[config.mk]
export PLATFORM = sky130hd
export DESIGN_NAME = fp_div_iter
export DESIGN_NICKNAME = d
export VERILOG_FILES = /design/src/rtl/fp_div_iter.sv
export SDC_FILE = /design/constraint.sdc
export NUM_CORES = 1
export LEC_CHECK = 0
export CORE_AREA = 3 3 147 149
export CTS_CLUSTER_DIAMETER = 100
export DETAILED_ROUTE_END_ITERATION = 8
export DIE_AREA = 0 0 150 152
export HOLD_SLACK_MARGIN = 0.05
export PLACE_DENSITY = 0.86
export SLEW_MARGIN = 20
export SYNTH_ARGS = -nofsm -noshare
export SYNTH_HDL_FRONTEND = slang
export SYNTH_SLANG_ARGS = --single-unit
export TNS_END_PERCENT = 5
[constraint.sdc]
create_clock -name clk -period 8.9 [get_ports clk]
set_clock_uncertainty 0.2 [all_clocks]
set_input_delay 1.78 -clock clk [delete_from_list [all_inputs] [get_ports clk]]
set_output_delay 1.78 -clock clk [all_outputs]
set_load 0.05 [all_outputs]
[src/rtl/fp_div_iter.sv]
// fp_div_iter: iterative IEEE-754 divider (result = a / b), radix-2 restoring.
// Produces the exact quotient rounded to nearest-even. Subnormal operands are
// treated as zero and subnormal results are never produced.
// One division in flight at a time, using a start/busy/done handshake.
//
// Ports
//   clk        clock, all state on the rising edge
//   rst_n      asynchronous active-low reset; aborts an operation in flight
//   start      request, accepted only while busy = 0
//   a, b       dividend / divisor {sign, exp, frac}, sampled on accept
//   busy       high in UNPACK, ITER and ROUND
//   done       one-cycle pulse, result and flags valid
//   result     quotient, held until replaced by the next completed operation
//   invalid    NaN operand, 0/0 or Inf/Inf
//   div_zero   finite nonzero / 0
//   overflow   rounded exponent reached the all-ones encoding (result is Inf)
//   underflow  rounded exponent <= 0 (result flushed to signed zero)
module fp_div_iter #(
   parameter int EXP_W = 8,
   parameter int MAN_W = 23
) (
   input  logic                 clk,
   input  logic                 rst_n,
   input  logic                 start,
   input  logic [EXP_W+MAN_W:0] a,
   input  logic [EXP_W+MAN_W:0] b,
   output logic                 busy,
   output logic                 done,
   output logic [EXP_W+MAN_W:0] result,
   output logic                 invalid,
   output logic                 div_zero,
   output logic                 overflow,
   output logic                 underflow
);
   localparam int W  = 1 + EXP_W + MAN_W;
   localparam int EW = EXP_W + 2;       // signed working exponent
   localparam int QW = MAN_W + 3;       // quotient bits / iteration count
   localparam int RW = MAN_W + 2;       // partial remainder, always < 2*mb
   localparam int CW = $clog2(QW);

   localparam logic signed [EW-1:0] BIAS = EW'((2 ** (EXP_W - 1)) - 1);
   localparam logic signed [EW-1:0] EMAX = EW'((2 ** EXP_W) - 1);
   localparam logic signed [EW-1:0] ONE  = EW'(1);
   localparam logic [CW-1:0]        LAST = CW'(QW - 1);
   localparam logic [W-1:0]         QNAN = {1'b0, {EXP_W{1'b1}}, 1'b1, {(MAN_W-1){1'b0}}};
   localparam logic [W-2:0]         INF_MAG = {{EXP_W{1'b1}}, {MAN_W{1'b0}}};

   typedef enum logic [2:0] {S_IDLE, S_UNPACK, S_ITER, S_ROUND, S_DONE} state_t;
   state_t state, state_nx;

   logic [W-1:0]           a_r, b_r;
   logic                   sign_r;
   logic signed [EW-1:0]   e_r;
   logic [MAN_W:0]         mb_r;
   logic [RW-1:0]          rem_r;
   logic [QW-1:0]          q_r;
   logic [CW-1:0]          cnt_r;

   // ---------------- operand decode (valid in UNPACK) ----------------
   logic [EXP_W-1:0]     ea, eb;
   logic [MAN_W-1:0]     fa, fb;
   logic                 a_zero, b_zero, a_inf, b_inf, a_nan, b_nan, sign_u;
   logic signed [EW-1:0] e_u;

   always_comb begin
      ea     = a_r[W-2 -: EXP_W];
      eb     = b_r[W-2 -: EXP_W];
      fa     = a_r[MAN_W-1:0];
      fb     = b_r[MAN_W-1:0];
      sign_u = a_r[W-1] ^ b_r[W-1];
      // Zero exponent means zero or subnormal: both flushed to zero.
      a_zero = (ea == '0);
      b_zero = (eb == '0);
      a_inf  = (ea == '1) && (fa == '0);
      b_inf  = (eb == '1) && (fb == '0);
      a_nan  = (ea == '1) && (fa != '0);
      b_nan  = (eb == '1) && (fb != '0);
      e_u    = $signed({2'b00, ea}) - $signed({2'b00, eb}) + BIAS;
   end

   // ---------------- special-operand resolution ----------------
   logic         sp_hit, sp_inv, sp_dz;
   logic [W-1:0] sp_res;

   always_comb begin
      sp_hit = 1'b1;
      sp_inv = 1'b0;
      sp_dz  = 1'b0;
      sp_res = '0;
      if (a_nan || b_nan || (a_zero && b_zero) || (a_inf && b_inf)) begin
         sp_res = QNAN;
         sp_inv = 1'b1;
      end else if (a_inf) begin
         sp_res = {sign_u, INF_MAG};
      end else if (b_zero) begin
         sp_res = {sign_u, INF_MAG};
         sp_dz  = 1'b1;
      end else if (a_zero || b_inf) begin
         sp_res = {sign_u, {(W-1){1'b0}}};
      end else begin
         sp_hit = 1'b0;
      end
   end

   // ---------------- one restoring step per ITER cycle ----------------
   logic [RW:0]   diff;
   logic          qbit;
   logic [RW-1:0] rem_nx;

   always_comb begin
      diff   = {1'b0, rem_r} - {2'b00, mb_r};
      qbit   = ~diff[RW];
      // diff < mb fits in RW-1 bits; a failed subtract leaves rem < mb, so
      // neither shift loses a set bit.
      rem_nx = qbit ? {diff[RW-2:0], 1'b0} : {rem_r[RW-2:0], 1'b0};
   end

   // ---------------- normalise, round-to-nearest-even, pack ----------------
   logic [MAN_W:0]       sig;
   logic                 g, s, rnd_up;
   logic [MAN_W+1:0]     sig_sum;
   logic [MAN_W-1:0]     frac;
   logic signed [EW-1:0] e_adj, e_fin;
   logic [W-1:0]         rnd_res;
   logic                 rnd_ovf, rnd_unf;

   always_comb begin
      if (q_r[QW-1]) begin
         sig   = q_r[QW-1:2];
         g     = q_r[1];
         s     = q_r[0] | (rem_r != '0);
         e_adj = e_r;
      end else begin
         sig   = q_r[QW-2:1];
         g     = q_r[0];
         s     = (rem_r != '0);
         e_adj = e_r - ONE;
      end
      rnd_up  = g & (s | sig[0]);
      sig_sum = {1'b0, sig} + {{(MAN_W+1){1'b0}}, rnd_up};
      if (sig_sum[MAN_W+1]) begin
         frac  = '0;
         e_fin = e_adj + ONE;
      end else begin
         frac  = sig_sum[MAN_W-1:0];
         e_fin = e_adj;
      end
      rnd_ovf = 1'b0;
      rnd_unf = 1'b0;
      if (!e_fin[EW-1] && (e_fin >= EMAX)) begin
         rnd_ovf = 1'b1;
         rnd_res = {sign_r, INF_MAG};
      end else if (e_fin[EW-1] || (e_fin == '0)) begin
         rnd_unf = 1'b1;
         rnd_res = {sign_r, {(W-1){1'b0}}};
      end else begin
         rnd_res = {sign_r, e_fin[EXP_W-1:0], frac};
      end
   end

   // ---------------- control FSM ----------------
   always_ff @(posedge clk or negedge rst_n) begin
      if (!rst_n) state <= S_IDLE;
      else        state <= state_nx;
   end

   always_comb begin
      state_nx = state;
      busy     = 1'b0;
      done     = 1'b0;
      case (state)
         S_IDLE:   if (start) state_nx = S_UNPACK;
         S_UNPACK: begin
            busy     = 1'b1;
            state_nx = sp_hit ? S_DONE : S_ITER;
         end
         S_ITER: begin
            busy = 1'b1;
            if (cnt_r == LAST) state_nx = S_ROUND;
         end
         S_ROUND: begin
            busy     = 1'b1;
            state_nx = S_DONE;
         end
         S_DONE: begin
            done     = 1'b1;
            state_nx = start ? S_UNPACK : S_IDLE;
         end
         default: state_nx = S_IDLE;
      endcase
   end

   // ---------------- datapath registers ----------------
   always_ff @(posedge clk or negedge rst_n) begin
      if (!rst_n) begin
         a_r       <= '0;
         b_r       <= '0;
         sign_r    <= 1'b0;
         e_r       <= '0;
         mb_r      <= '0;
         rem_r     <= '0;
         q_r       <= '0;
         cnt_r     <= '0;
         result    <= '0;
         invalid   <= 1'b0;
         div_zero  <= 1'b0;
         overflow  <= 1'b0;
         underflow <= 1'b0;
      end else begin
         case (state)
            S_IDLE, S_DONE: begin
               if (start) begin
                  a_r       <= a;
                  b_r       <= b;
                  invalid   <= 1'b0;
                  div_zero  <= 1'b0;
                  overflow  <= 1'b0;
                  underflow <= 1'b0;
               end
            end
            S_UNPACK: begin
               sign_r <= sign_u;
               e_r    <= e_u;
               mb_r   <= {1'b1, fb};
               rem_r  <= {1'b0, 1'b1, fa};
               q_r    <= '0;
               cnt_r  <= '0;
               if (sp_hit) begin
                  result   <= sp_res;
                  invalid  <= sp_inv;
                  div_zero <= sp_dz;
               end
            end
            S_ITER: begin
               rem_r <= rem_nx;
               q_r   <= {q_r[QW-2:0], qbit};
               cnt_r <= cnt_r + 1'b1;
            end
            S_ROUND: begin
               result    <= rnd_res;
               overflow  <= rnd_ovf;
               underflow <= rnd_unf;
            end
            default: ;
         endcase
      end
   end

endmodule
# ---- Yosys cells after proc, flatten, opt, wreduce, memory -nomap -nowiden
# Index checks and enable logic that the tools add are counted.
dict set report word_totals {
  memories 0
  latchBits 0
  mem_bits_rw 0
  output_inout_bits 38
  elab_cells 114
  regBits 194
  mem_bits_ro 0
}
dict set report classes {
  div_mod_pow 0
  shifts 0
  add_sub_neg 7
  bitwise_logic 5
  n_reduce_logical 33
  eq_ne 11
  n_mux 43
  order_cmp 1
  multipliers 0
}
# cell n
set ops {}
lappend ops {{$mux 32} 5}
lappend ops {{$pmux 32 s2} 1}
lappend ops {{$mux 31} 2}
lappend ops {{$pmux 26 s2} 1}
lappend ops {{$pmux 25 s2} 1}
lappend ops {{$logic_not 23->1} 2}
lappend ops {{$reduce_bool 23->1} 2}
lappend ops {{$sub 25x24->26} 1}
lappend ops {{$add 24x1->25} 1}
lappend ops {{$mux 25} 1}
lappend ops {{$reduce_bool 25->1} 1}
lappend ops {{$mux 24} 1}
lappend ops {{$mux 23} 1}
lappend ops {{$mux 10} 2}
lappend ops {{$mux 1} 19}
lappend ops {{$eq 8x8->1 const B} 2}
lappend ops {{$logic_not 8->1} 2}
lappend ops {{$pmux 3 s5} 1}
lappend ops {{$add 10x2->10 const B} 1}
lappend ops {{$add 9x8->10 const B} 1}
lappend ops {{$ge 10x9->1 const B} 1}
lappend ops {{$logic_not 10->1} 1}
lappend ops {{$pmux 5 s2} 1}
lappend ops {{$sub 10x2->10 const B} 1}
lappend ops {{22 further kinds} 48}

# ---- Depth between registers and ports, before layout
# Gate-level depths: netlist of run 1.
dict set report depth {
  word_depth 12
  mapped_depth 19
  ltp_nobuf 13
}

# ---- Worst setup path before layout of run 1
# No wires, ideal clock.
dict set report synth_timing {
  path_kind {register to register}
  from {register q_r[25]}
  to {register result[13]}
  arrival_time_ps 4864
  period_less_slack_ps 5185
  setup_slack_ps 3715
  path_stages_with_launch 19
  required_time_ps 8579
  cell_sequence {dfrtp_1 buf_4 clkbuf_1 buf_1 clkbuf_1 clkbuf_1 mux2_2 ha_1 and4_1 nand4_1 nand4bb_4 or3_4 xnor2_1 or3_1 or4_4 and4_1 buf_6 buf_6 a22o_1}
}
dict set report synth_between {
  elab_chain_cells 10
  word_cells_on_any_way 18
  cone_classes {2 x add/sub; 1 x order compare; 9 x mux; 2 x bitwise; 4 x reduce/logical}
}
# item line_no
set synth_rtl {}
lappend synth_rtl {{start, declared} 56} ;# logic [QW-1:0] q_r;
lappend synth_rtl {{start signal, assigned} 236} ;# q_r <= {q_r[QW-2:0], qbit};
lappend synth_rtl {{branches (longest 8 deep; another with $add 24x1->25)} -}
lappend synth_rtl {{$mux 31 *} 150} ;# if (!e_fin[EW-1] && (e_fin >= EMAX)) begin
lappend synth_rtl {{$pmux 32 s2 *} 210} ;# case (state)
lappend synth_rtl {{end signal, assigned} 229} ;# result <= sp_res;
lappend synth_rtl {{end signal, assigned} 240} ;# result <= rnd_res;
lappend synth_rtl {{end, declared} 29} ;# output logic [EXP_W+MAN_W:0] result,
# Every way passes the cells marked *.
# A chain may end at the register's enable or synchronous reset.

# ---- Worst setup path after layout of run 1
dict set report layout_timing {
  from {register q_r[25]}
  to {register result[3]}
}
# Same word-level chain as after synthesis.

==> results of run 1 <==
-- layout by cell type, fill, tap and decap left out, types with 4 or more instances in the layout --
master           netlist  routed
nand3_1               23      23
a211oi_1              13      13
inv_1                 50      50
and2_1                12      10
nor2_1                61      60
nor3b_1                4       4
xnor2_1               46      46
nor2b_1               13      13
nand4_1               15      15
xor2_1                31      31
o21a_1                10      10
nand2_1              295     294
ha_1                  38      38
nand2b_1              10      10
or3_1                  7       7
clkinv_4               0       4
nor3_1                23      23
a22o_1                44      44
clkbuf_16              0      17
mux2i_1               22      22
nor4_1                23      23
a21boi_0              10      10
o22ai_1                7       7
and4_1                 5       5
a31oi_1                7       7
buf_4                  4      10
or2_2                  6       6
o21ai_0               98      98
and3_1                 9       9
a21oi_1               51      51
a21o_1                10      10
o31a_1                 4       4
dfrtp_1              194     193
a221o_1                7       7
clkdlybuf4s50_1        0     103
-- worst max-delay path, stage by stage (launching register included) --
cell and delay [ns]:
dfrtp_2 0.61, nand2b_1 0.28, a21boi_0 0.20, ha_1 0.26, and4_1 0.31, nand4_1 0.32
nand4bb_4 0.40, a2111oi_0 0.61, mux2i_1 0.29, xnor2_1 0.11, nor2_1 0.52, and4_1 0.85
a22o_1 0.24
-- sequential cells by signal, summed over array words and instances, names as in the netlist --
| name | count |
|---|---|
| a_r | 32 |
| b_r | 32 |
| cnt_r | 5 |
| div_zero | 1 |
| e_r | 10 |
| invalid | 1 |
| mb_r | 24 |
| overflow | 1 |
| q_r | 26 |
| rem_r | 25 |
| result | 32 |
| sign_r | 1 |
| state | 3 |
| underflow | 1 |
-- final cells by class --
| cell class | count | area (um2) |
|---|---|---|
| clock inverter | 12 | 141.4 |
| multi-input combinational | 962 | 5868 |
| fill | 1643 | 7327 |
| inverter | 51 | 191.4 |
| tap | 270 | 337.8 |
| clock buffer | 20 | 446.7 |
| sequential | 194 | 4856 |
| timing repair buffer | 115 | 1131 |
-- metal layers --
layer	GRT usage (%)	part of all wire [%]
met4	9.237	3.1
met5	0	0
met3	4.796	5.8
met2	38.41	47
met1	33.84	44
-- per-stage QoR --
stage               instance area [um2]  total power, mW  utilization (%)  hold slack [ns]
floorplan                         11230            3.456                -           0.2181
global placement                  12370            3.965            60.94           0.2345
detailed placement                12370            4.076            60.94           0.2442
CTS                               12960            4.873            63.84           0.2764
global route                      12970            5.284            63.91           0.2993
finish                            12970            4.896            63.91           0.2755
-- kinds of logic (layout without fill, tap and decap cells) --
group | count (synthesis) | count (layout) | synth area share (%)
AND/OR/NAND/NOR | 523 | 523 | 21.63
AO/OA/AOI/OAI | 296 | 296 | 17.44
flip-flops | 194 | 194 | 43.24
buffers and inverters | 125 | 198 | 4.725
XOR/XNOR | 77 | 77 | 6.007
adder cells (fa/ha/maj) | 40 | 40 | 4.592
multiplexers | 26 | 26 | 2.363
-- power by group --
group / switching (mW) / internal (mW)
clock network: 0.367 / 0.406
logic: 1.43 / 1.07
registers: 0.393 / 1.23
total: 2.19 / 2.71
-- final timing paths --
| kind | from | endpoint | depth (start not counted) |
|---|---|---|---|
| min reg2reg | mb_r[23] | mb_r[23] | 2 |
| max reg2reg | q_r[25] | result[3] | 12 |
| min in group asynchronous | rst_n | mb_r[14] | 1 |
| min | mb_r[23] | mb_r[23] | 2 |
| max in group asynchronous | rst_n | q_r[25] | 2 |
| max | q_r[25] | result[3] | 12 |
==> out/qor.yml, run 1 <==
finalWorstSetupSlack_ns: 3.619
post_drt_via_cell_ratio: 5.917
syn-mean-instance-area_um2: 8.764
synth_edf_count: 0
clk-insertion-delay-late_ns: 0.45
worst_setup_hold_path_clk_slew_ns: 0.07
hold_violations: 0
criticalPathCategory: "register to register"
hold_path.class: "register to register"
die_width_um: 150
wl_per_cell_um: 17.11
final.min_clock_period_ns: 5.281
h-tree-depth: 4
run_status: "finished, final reports clean"
place.detailed.instances: 1592
cts-root-to-sink-buffers: 2
holdBufCountCts: 0
grt_setup_unrepaired: "false"
area_growth_syn_to_layout_pct: 15.55
syn-instance-count: 1281
post_layout_nonfiller_instances: 1624
max_cap_violations: 0
groute.usage.overall_pct: 24.52
totalWireLength_um: 27780
layout_worst_path_cycle_share_pct: 59.33
synth_async_sr_flop_share_pct: 100.0
synth_top_cells_by_count: "nand2_1 (295), dfrtp_1 (194), o21ai_0 (98)"
count_of_distinct_cell_types_in_the_synthesized_netlist: 73
coreArea_mm2: 0.02030
drt_iter0_markers: 628
yosys_register_bits: 194
initial_utilization_pct: 55.31
post-route-drc-count: 0
worstPathArrival_ns: 5.46
yosys.area.top_type: "dfrtp_1"
synth_fp_nets: 1388
synth_warnings: 0
clkSinkCount: 194
cp_data_required_time_ns: 9.08
floorplan.die.height_um: 152
rows: 52
grt_start_max_net_pins: 115
clock_tree_from_tritoncts: "done"
grt_antenna_before_repair: 0
cts.root.buffer_cell: "clkbuf_16"
final.setup.tns_ns: 0
total_leakage_power_nw: 5.724
cts_buffers: 17
first_global_vias: 9373
netlist_area_mm2: 0.01123
timing_max_transition_violations_final: 0
antenna-diode-count: 0
reg_to_reg_slack_setup_ns: 3.62
design.die.area_mm2: 0.02280
layout.nets: 1448
fraction_of_layout_instances_using_a_drive_strength_above_1_pct: 5.096
synth_top_area_share_pct: 43.24
start_kind: "register"
floorplan.io_pins: 105
maxClockFrequency_mhz: 189.4
slew_headroom_pct: 31.42
synth.most_common_cell: "nand2_1"
place.detailed.hpwl_um: 19550
worstSetupEndpointType: "register"
synth_sequential_area_ratio_pct: 43.24
post_cts_buffers: 0
synth_flop_cell: "dfrtp_1"
drtPass1Iterations: 6
place_congestion: 0.8932
finalSetupViolCount: 0
place.port_buffers: 104
grt_pass1_wl_um: 46200
dr_total_vias: 9609
cts_repair_resize_count: 0
final_antenna_net_count: 0
critical_path_peak_fanout: 30
global_route.overflow_total: 0
tightest_slew_ns: 1.022
synth_top_cells_by_area: "dfrtp_1 (43%), nand2_1 (9.9%), o21ai_0 (4.4%)"
power_per_cell_area_mw_per_mm2: 377.4
detailedPlace.worstSlack_ns: 3.697
peakVddDrop_uv: 209.1
Power figures use the tool's default switching activity.
==> inputs of run 2 (changes only) <==
--- a/config.mk
+++ b/config.mk
@@ -5,12 +5,12 @@
 export SDC_FILE = /design/constraint.sdc
 export NUM_CORES = 1
 export LEC_CHECK = 0
-export CORE_AREA = 3 3 147 149
+export CORE_AREA = 3 3 150 152
 export CTS_CLUSTER_DIAMETER = 100
 export DETAILED_ROUTE_END_ITERATION = 8
-export DIE_AREA = 0 0 150 152
+export DIE_AREA = 0 0 153 155
 export HOLD_SLACK_MARGIN = 0.05
-export PLACE_DENSITY = 0.86
+export PLACE_DENSITY = 0.87
 export SLEW_MARGIN = 20
 export SYNTH_ARGS = -nofsm -noshare
 export SYNTH_HDL_FRONTEND = slang
==> constraint.sdc (replaced) <==
create_clock -name clk -period 4.3 [get_ports clk]
set_clock_uncertainty 0.2 [all_clocks]
set_input_delay 0.86 -clock clk [delete_from_list [all_inputs] [get_ports clk]]
set_output_delay 0.86 -clock clk [all_outputs]
set_load 0.05 [all_outputs]
==> run 2 against run 1 <==
Sequential power increased by 110%; fmax up 28%; first-iteration DRC count increased by 27%; global-route usage fell by 1.0 points; combinational power rose by 110%; critical path type unchanged; highest routed layer unchanged.
==> out/qor.yml, run 2 (synthesis gave the netlist of run 1 again) <==
slew_headroom_pct: 39.93
start_kind: "register"
clkSinkCount: 194
power_per_cell_area_mw_per_mm2: 773.4
largest_registers: "a_r x32, b_r x32, result x32"
cts-root-to-sink-buffers: 2
finalWorstSetupSlack_ns: 0.1631
rr_startpoint: "q_r[25]"
worst_path_max_delay_cell: "o31ai_1"
grt_antenna_before_repair: 0
antenna-diode-count: 0
post_drt_via_cell_ratio: 5.885
stdcell_area_mm2: 0.01305
drtPass1Iterations: 5
cp_data_required_time_ns: 4.47
totalWireLength_um: 27900
fillCellCount: 1713
coreArea_mm2: 0.02115
finalSetupViolCount: 0
fraction_of_layout_instances_using_a_drive_strength_above_1_pct: 5.947
cts_buffers: 17
post-route-drc-count: 0
area_growth_syn_to_layout_pct: 16.23
clock_tree_from_tritoncts: "done"
global_route.overflow_total: 0
worstPathArrival_ns: 4.30
grt_start_max_net_pins: 97
criticalPathCategory: "register to register"
place.detailed.hpwl_um: 19700
floorplan.io_pins: 105
worst_setup_hold_path_clk_slew_ns: 0.08
floorplan.die.height_um: 155
worstSetupEndpointType: "register"
place.port_buffers: 104
final_antenna_net_count: 0
run_status: "finished, final reports clean"
first_global_vias: 9318
total_leakage_power_nw: 5.774
final_cell_mix: "nand2_1 (294), dfrtp_1 (193), clkdlybuf4s50_1 (103)"
tightest_slew_ns: 0.9010
hold_path.class: "register to register"
cpPeakStageDelay_ns: 0.67
layout.area.seq_mm2: 0.004856
h-tree-depth: 4
totalPowerFinal_mw: 10.09
placed_cell_area_mm2: 0.01245
worstReg2RegEnd: "result[24]"
design.die.area_mm2: 0.02372
grt_pass1_wl_um: 46270
initial_utilization_pct: 53.07
layout.nets: 1456
endpoint: "result[24]"
cp_cell_sequence: "nand2b_1 -> a21boi_1 -> ha_4 -> and4_4 -> nand4_1 -> nand4bb_4 -> or3_4 -> mux2i_1 -> xnor2_1 -> a31oi_1 -> o31ai_1 -> a221o_1"
groute.usage.overall_pct: 23.52
die_width_um: 153
layout_commonest_cell: "nand2_1"
layout_worst_path_cycle_share_pct: 96.21
drt_iter0_markers: 797
worst_r2r_path_depth: 12
critical_path.startpoint: "q_r[25]"
critical_path_peak_fanout: 11
peakVddDrop_uv: 358.6
post-route-util_pct: 61.68
wl_per_cell_um: 17.05
max_cap_violations: 0
detailedPlace.worstSlack_ns: 0.008568
maxClockFrequency_mhz: 241.7
reg_to_reg_slack_setup_ns: 0.16
place_congestion: 0.9071
hold_violations: 0
timing_max_transition_violations_final: 0
final.min_clock_period_ns: 4.137
dr_total_vias: 9634
cts.root.buffer_cell: "clkbuf_16"
multiInputGateArea_mm2: 0.005884
rows: 53
clk-insertion-delay-late_ns: 0.44
==> run 2: cell count changes in the layout (fill, tap and decap cells not counted), sizes merged <==
cell,delta
buf,+8
clkinvlp,+1
inv,+1
clkbuf,-2
clkinv,+1
bufinv,-1
==> run 2: worst min-delay path by stage <==
stage,startpoint,endpoint,slack [ns],depth (start not counted)
after floorplan,mb_r[23],mb_r[23],0.22,2
after global placement,mb_r[23],mb_r[23],0.24,2
after detailed placement,mb_r[23],mb_r[23],0.24,2
after CTS,mb_r[23],mb_r[23],0.26,2
after global routing,mb_r[23],mb_r[23],0.27,2
final,mb_r[23],mb_r[23],0.26,2
==> run 2: critical path, delay by kind of cell, from the launching register on <==
family,cells,cell delay (ns)
muxes,1,0.14
and+or+nand+nor,5,1.49
AOI/OAI and AO/OA,4,1.28
xor gates and xnor gates,1,0.27
adders and majority gates,1,0.18
DFF,1,0.49
==> run 2: report_power, final <==
group	switching [mW]	internal, mW
Clock	0.779	0.773
Sequential	0.818	2.54
Combinational	2.95	2.23
Total	4.55	5.55
==> run 2: final cells by class <==
type / instances / area share, %
repair buffers: 123 / 9.195
flip-flops and latches: 194 / 37.21
clock buffers: 18 / 3.289
well taps: 275 / 2.637
multi-input cells: 962 / 45.10
clock inverters: 14 / 1.103
inverters: 51 / 1.467
==> run 2: per-layer routing <==
| layer | vias to the layer above | global-route usage (%) | wire (um) |
|---|---|---|---|
| met5 | - | 0 | 0 |
| met3 | 59 | 4.423 | 1801 |
| met2 | 376 | 38.25 | 13230 |
| met4 | 0 | 7.467 | 663 |
| met1 | 4602 | 32.21 | 12210 |
| li1 | 4597 | - | - |
==> run 2: through the flow <==
| step | TNS [ns] | hold WS [ns] | instances |
|---|---|---|---|
| 5_1_grt | -0.02292 | 0.2686 | 1637 |
| 2_1_floorplan | 0 | 0.2181 | 1281 |
| 3_3_place_gp | 0 | 0.2354 | 1602 |
| 4_1_cts | 0 | 0.2613 | 1634 |
| 3_5_place_dp | 0 | 0.2449 | 1602 |
| 6_report | 0 | 0.2639 | 1637 |
==> run 2: repair_timing <==
item	CTS	global route
buffers inserted	0	3
gates resized for setup	1	1
hold buffers	0	0
endpoints found under the setup margin	23	29
pin swaps	0	1
==> inputs of run 3 (changes only) <==
--- a/config.mk
+++ b/config.mk
@@ -6,7 +6,6 @@
 export NUM_CORES = 1
 export LEC_CHECK = 0
 export CORE_AREA = 3 3 150 152
-export CTS_CLUSTER_DIAMETER = 100
 export DETAILED_ROUTE_END_ITERATION = 8
 export DIE_AREA = 0 0 153 155
 export HOLD_SLACK_MARGIN = 0.05
==> results of run 3 <==
The final DEF is identical to that of run 2; final timing and power are the same.
